**config.mk**
```make
export PLATFORM = sky130hd
export DESIGN_NAME = ps2_key_ctrl
export DESIGN_NICKNAME = d
export VERILOG_FILES = /design/src/rtl/ps2_key_ctrl.sv
export SDC_FILE = /design/constraint.sdc
export NUM_CORES = 1
export LEC_CHECK = 0
export BUFFER_PORTS_ARGS = -buffer_cell sky130_fd_sc_hd__clkbuf_2
export CAP_MARGIN = 20
export CORE_MARGIN = 2
export CORE_UTILIZATION = 45
export DETAILED_ROUTE_END_ITERATION = 7
export PLACE_DENSITY = 0.64
export SLEW_MARGIN = 10
export SYNTH_ARGS = -nofsm -noshare
export SYNTH_HDL_FRONTEND = slang
export SYNTH_SLANG_ARGS = --single-unit
```
**constraint.sdc**
```tcl
create_clock -name clk -period 5.4 [get_ports clk]
set_input_delay 0.54 -clock clk [delete_from_list [all_inputs] [get_ports clk]]
set_output_delay 0.54 -clock clk [all_outputs]
set_load 0.02 [all_outputs]
```
**src/rtl/ps2_key_ctrl.sv**
```systemverilog
// ps2_key_ctrl: pops the ps2_keyboard FIFO and turns set-2 scan bytes into clean make/break events.
// Optional KEY_REPEAT_EN: key_repeat pulses on each suppressed typematic make; otherwise tied low.
module ps2_key_ctrl #(
  parameter int CNT_W = 8,
  parameter int TIMEOUT_CYC = 65535
) (
  input  logic             clk,
  input  logic             clr,
  input  logic             kbd_ready,
  input  logic [7:0]       kbd_data,
  input  logic             kbd_overflow,
  output logic             kbd_nextdata_n,
  output logic [7:0]       key_code,
  output logic             key_ext,
  output logic             key_make,
  output logic             key_break,
  output logic             key_held,
  output logic             key_repeat,
  output logic [CNT_W-1:0] press_count,
  output logic             err_ovf
);
  typedef enum logic [1:0] {ST_IDLE, ST_EXT, ST_BRK, ST_EXT_BRK} state_t;
  localparam int TW = $clog2(TIMEOUT_CYC + 1);
  state_t state, nxt;
  logic [TW-1:0] timer;
  logic [1:0] gap;
  logic [7:0] byte_r, held_code;
  logic byte_vld, held_ext, pop, is_ext, do_make, do_brk, same, expire;
  assign pop = kbd_ready && gap == 2'd0;
  always_comb begin
    is_ext = state == ST_EXT || state == ST_EXT_BRK;
    do_make = byte_vld && ((state == ST_IDLE &&
              !(byte_r inside {8'hE0, 8'hF0, 8'hAA, 8'hFA, 8'hEE, 8'hFE, 8'h00, 8'hFF})) ||
              (state == ST_EXT && byte_r != 8'hE0 && byte_r != 8'hF0));
    do_brk = byte_vld && (state == ST_BRK || state == ST_EXT_BRK);
    // compare against the held register, which survives breaks of other keys
    same = key_held && {is_ext, byte_r} == {held_ext, held_code};
    expire = state != ST_IDLE && timer == TW'(TIMEOUT_CYC - 1);
    nxt = !byte_vld ? (expire ? ST_IDLE : state) :
          state == ST_IDLE ? (byte_r == 8'hE0 ? ST_EXT : byte_r == 8'hF0 ? ST_BRK : ST_IDLE) :
          state == ST_EXT ? (byte_r == 8'hF0 ? ST_EXT_BRK : byte_r == 8'hE0 ? ST_EXT : ST_IDLE) :
          ST_IDLE;
  end
  always_ff @(posedge clk) begin
    if (clr) begin
      kbd_nextdata_n <= 1'b1;
      gap <= '0;
      byte_r <= '0;
      byte_vld <= 1'b0;
      state <= ST_IDLE;
      timer <= '0;
      key_code <= '0;
      key_ext <= 1'b0;
      key_make <= 1'b0;
      key_break <= 1'b0;
      key_held <= 1'b0;
      held_code <= '0;
      held_ext <= 1'b0;
      press_count <= '0;
      err_ovf <= 1'b0;
    end else begin
      kbd_nextdata_n <= !pop;
      gap <= pop ? 2'd2 : (gap != 2'd0 ? gap - 2'd1 : 2'd0);
      byte_vld <= pop;
      if (pop) byte_r <= kbd_data;
      state <= nxt;
      timer <= (byte_vld || state == ST_IDLE || expire) ? '0 : timer + 1'b1;
      key_make <= do_make && !same;
      key_break <= do_brk;
      if (do_make && !same) begin
        key_code <= byte_r;
        key_ext <= is_ext;
        key_held <= 1'b1;
        held_code <= byte_r;
        held_ext <= is_ext;
        press_count <= press_count + 1'b1;
      end
      if (do_brk) begin
        key_code <= byte_r;
        key_ext <= is_ext;
        if (same) key_held <= 1'b0;
      end
      if (kbd_overflow) err_ovf <= 1'b1;
    end
  end
`ifdef KEY_REPEAT_EN
  always_ff @(posedge clk) key_repeat <= !clr && do_make && same;
`else
  assign key_repeat = 1'b0;
`endif
endmodule
```
==> metrics.md <==
| Metric | Value |
|---|---|
| Routed wire length | `between 4000 and 5000 µm` |
| Worst-path clk slew | `0.07 ns` |
| Outcome | `completed` |
| First-pass GRT wire length | `7670 µm` |
| R2r endpoint | `key_ext` |
| Post-layout util | `0.543` |
| CP max FO | `9` |
| Post-synthesis simple-gate area fraction | `0.258` |
| Resize count post-CTS | `0` |
| Compound-gate portion of the synthesized area | `0.0393` |
| Via count | `1936` |
| CTS tree | `built` |
| Flops & latches, synth | `60` |
| Filler instances | `528` |
| Worst-Skew Late Latency | `between 0.3 and 0.4 ns` |
| Min Tclk post-route | `2.39 ns` |
| Pwr per Cell Area | `335 nW/µm²` |
| Iteration-0 DRC Markers | `73` |
| First-pass DRT Iterations | `4` |
| Final setup TNS | `0 ns` |
| Peak Freq | `0.419 GHz` |
| Final period utilization | `0.442` |
| DP Wirelength | `3260 µm` |
| Die X | `79.2 µm` |
| Core Area | `5470 µm²` |
| ANT cells | `0` |
| # DRC | `0` |
| Syn avg cell area | `9.12 µm²` |
| Max_cap viols | `0` |
| Xor/xnor share of the synthesized area | `0.0929` |
| Clock root buffer | `clkbuf_8` |
| Initial Utilization | `0.465` |
| Element type at the critical path end | `flop` |
| Critical path endpoint | `key_ext` |
| Crit path kind | `reg2reg` |
| Largest family of logic cells by synthesized area | `simple AND/OR/NAND/NOR gates` |
| DP Area | `2740 µm²` |
| Final slew viol count | `0` |
| Layout cells sized above 1 | `0.185` |
| Commonest non-fill, non-tap cells in the layout | `dfxtp_1, nor2_1, clkbuf_2` |
| Global-route usage over all layers | `0.161` |
| Cells after Synth | `279` |
| DP Worst Slack | `between 3 and 4 ns` |
| Commonest non-fill, non-tap cell in the layout | `dfxtp_1` |
| CP startpoint kind | `flop` |
| Total gr overflow | `0` |
| WP data arrival | `2.58 ns` |
| Syn_nets | `294` |
| Max VDD drop | `0.195 mV` |
| R2r setup slk | `~3 ns` |
| CP Data Required Time | `approximately 5.6 ns` |
| TritonCTS buffer count | `9` |
| Maximum buffer depth of the clock tree | `2` |
| Sequential area share after synthesis | `0.472` |
| GPL Wtd Cong | `0.741` |
| WL per Instance | `approximately 12 µm` |
| Antenna viol nets, final | `0` |
| Top Ports | `35` |
| Area share of fa/ha/maj cells after synthesis | `0.0147` |
| Critical Path Start | `byte_r[0]` |
| Final setup violation count | `0` |
| Mapped Area | `2540 µm²` |
| Final Worst Setup Slack | `3.01 ns` |
| Cell variety after synth | `37` |
| Hold Violations, Final | `0` |
| Vias/cell | `5.02` |
| Vias in the first global route | `1621` |
| DIE AREA | `6270 µm²` |
| Design area | `2970 µm²` |
| Post-layout nets | `around 320` |
| Max Clock Skew | `0.00704 ns` |
| Clk sinks | `60` |
| Class of the worst hold path | `in2reg` |
| Area Growth Syn to Fin | `16.7%` |
| Mux contribution to synthesized area | `0.0895` |
| Htree depth | `3` |
| Initial antenna violation count | `0` |
| Reg2reg start | `byte_r[0]` |
| Rel. slew slack | `0.266` |
| Postcts setup bufs | `0` |
| Synthesis Warnings | `0` |
| Reg2Reg Depth | `6` |
| Row count | `27` |
| Static Leak | `between 0.001 and 0.0015 µW` |
| Worst Tran Pin Value | `1.10 ns` |
| Die Span Y | `~79 µm` |
| Unrepaired setup endpoints after global routing | `no` |
| PortBufs | `33` |
| Largest net degree at the start of global routing | `49` |
| Hold buffers post-CTS | `0` |
| WHS | `0.409 ns` |
-- Yosys cell counts (all sizes together) --
cell type | count | area [µm²]
ha | 3 | 37.5
xor2 | 9 | 78.8
clkbuf | 9 | 36.3
and3 | 4 | 25.0
and4 | 3 | 26.3
xnor2 | 18 | 158
mux2 | 3 | 37.5
dfxtp | 60 | 1200
inv | 2 | 7.51
nand3 | 11 | 60.1
nor2 | 56 | 210
nand4b | 1 | 8.76
a311oi | 1 | 8.76
conb | 1 | 3.75
buf | 6 | 37.5
nand4 | 8 | 50.1
nor2b | 5 | 31.3
and2 | 1 | 6.26
o21ai | 2 | 10.0
nor3 | 6 | 46.3
o31ai | 1 | 7.51
nor3b | 1 | 7.51
nor4 | 5 | 37.5
a21oi | 11 | 66.3
mux2i | 19 | 190
a22oi | 1 | 7.51
nand2 | 28 | 105
nor4b | 1 | 23.8
nand2b | 3 | 18.8
-- final cells by class --
cell class              instances  area, µm²  share of cell area
clock buffers                  13        159              0.0535
multi-input cells             202       1270               0.427
well taps                      72       90.1              0.0303
repair buffers                 34        176              0.0594
flip-flops and latches         60       1200               0.404
inverters                       2       7.51             0.00253
clock inverters                 3       68.8              0.0232
-- per-layer routing --
layer	GRT usage	part of all wire	vias to the layer above
met3	0.0409	0.050	10
met4	0.0931	0.023	0
met5	0	0	-
met2	0.236	0.45	37
met1	0.213	0.48	895
li1	-	-	994
-- registers in the layout, summed over array words and instances (netlist names) --
signal          cells
err_ovf             1
state               2
key_make            1
byte_vld            1
key_break           1
held_ext            1
timer              16
key_ext             1
press_count         8
held_code           8
key_code            8
key_held            1
gap                 2
byte_r              8
kbd_nextdata_n      1
-- critical path: stages, from the launching register on --
cell and delay (ns):
dfxtp_1 0.47, nor4_2 0.10, nand4_1 0.13, nand3_2 0.19, o31ai_2 0.95, mux2i_1 0.32
nor2_1 0.07
-- through the flow --
stage	power [µW]	instances
detailed placement	550	370
global route	1030	386
finish	996	386
CTS	1010	386
floorplan	532	279
global placement	548	369
-- kinds of logic after synthesis --
logic type	count (synthesis)
buf+inv	17
xor+xnor	27
flops	60
compound gates	16
mux	22
simple gates	133
other cells	1
fa+ha+maj	3
-- where the power goes --
| part | internal (µW) | total, µW | switching, µW | leakage (µW) |
|---|---|---|---|---|
| Combinational | 29.9 | 72.7 | 42.8 | 0.000500 |
| Clock | 286 | 457 | 171 | 0.000114 |
| Sequential | 453 | 466 | 13.4 | 0.000486 |
-- worst min-delay path by stage --
| stage | end | depth (start not counted) | start |
|---|---|---|---|
| after floorplan | gap[0] | 1 | gap[0] |
| after global placement | gap[0] | 1 | gap[0] |
| after detailed placement | gap[0] | 1 | gap[0] |
| after CTS | err_ovf | 3 | kbd_overflow |
| after global routing | err_ovf | 3 | kbd_overflow |
| final | err_ovf | 3 | kbd_overflow |
No activity file was read; power rests on OpenSTA's default activity.
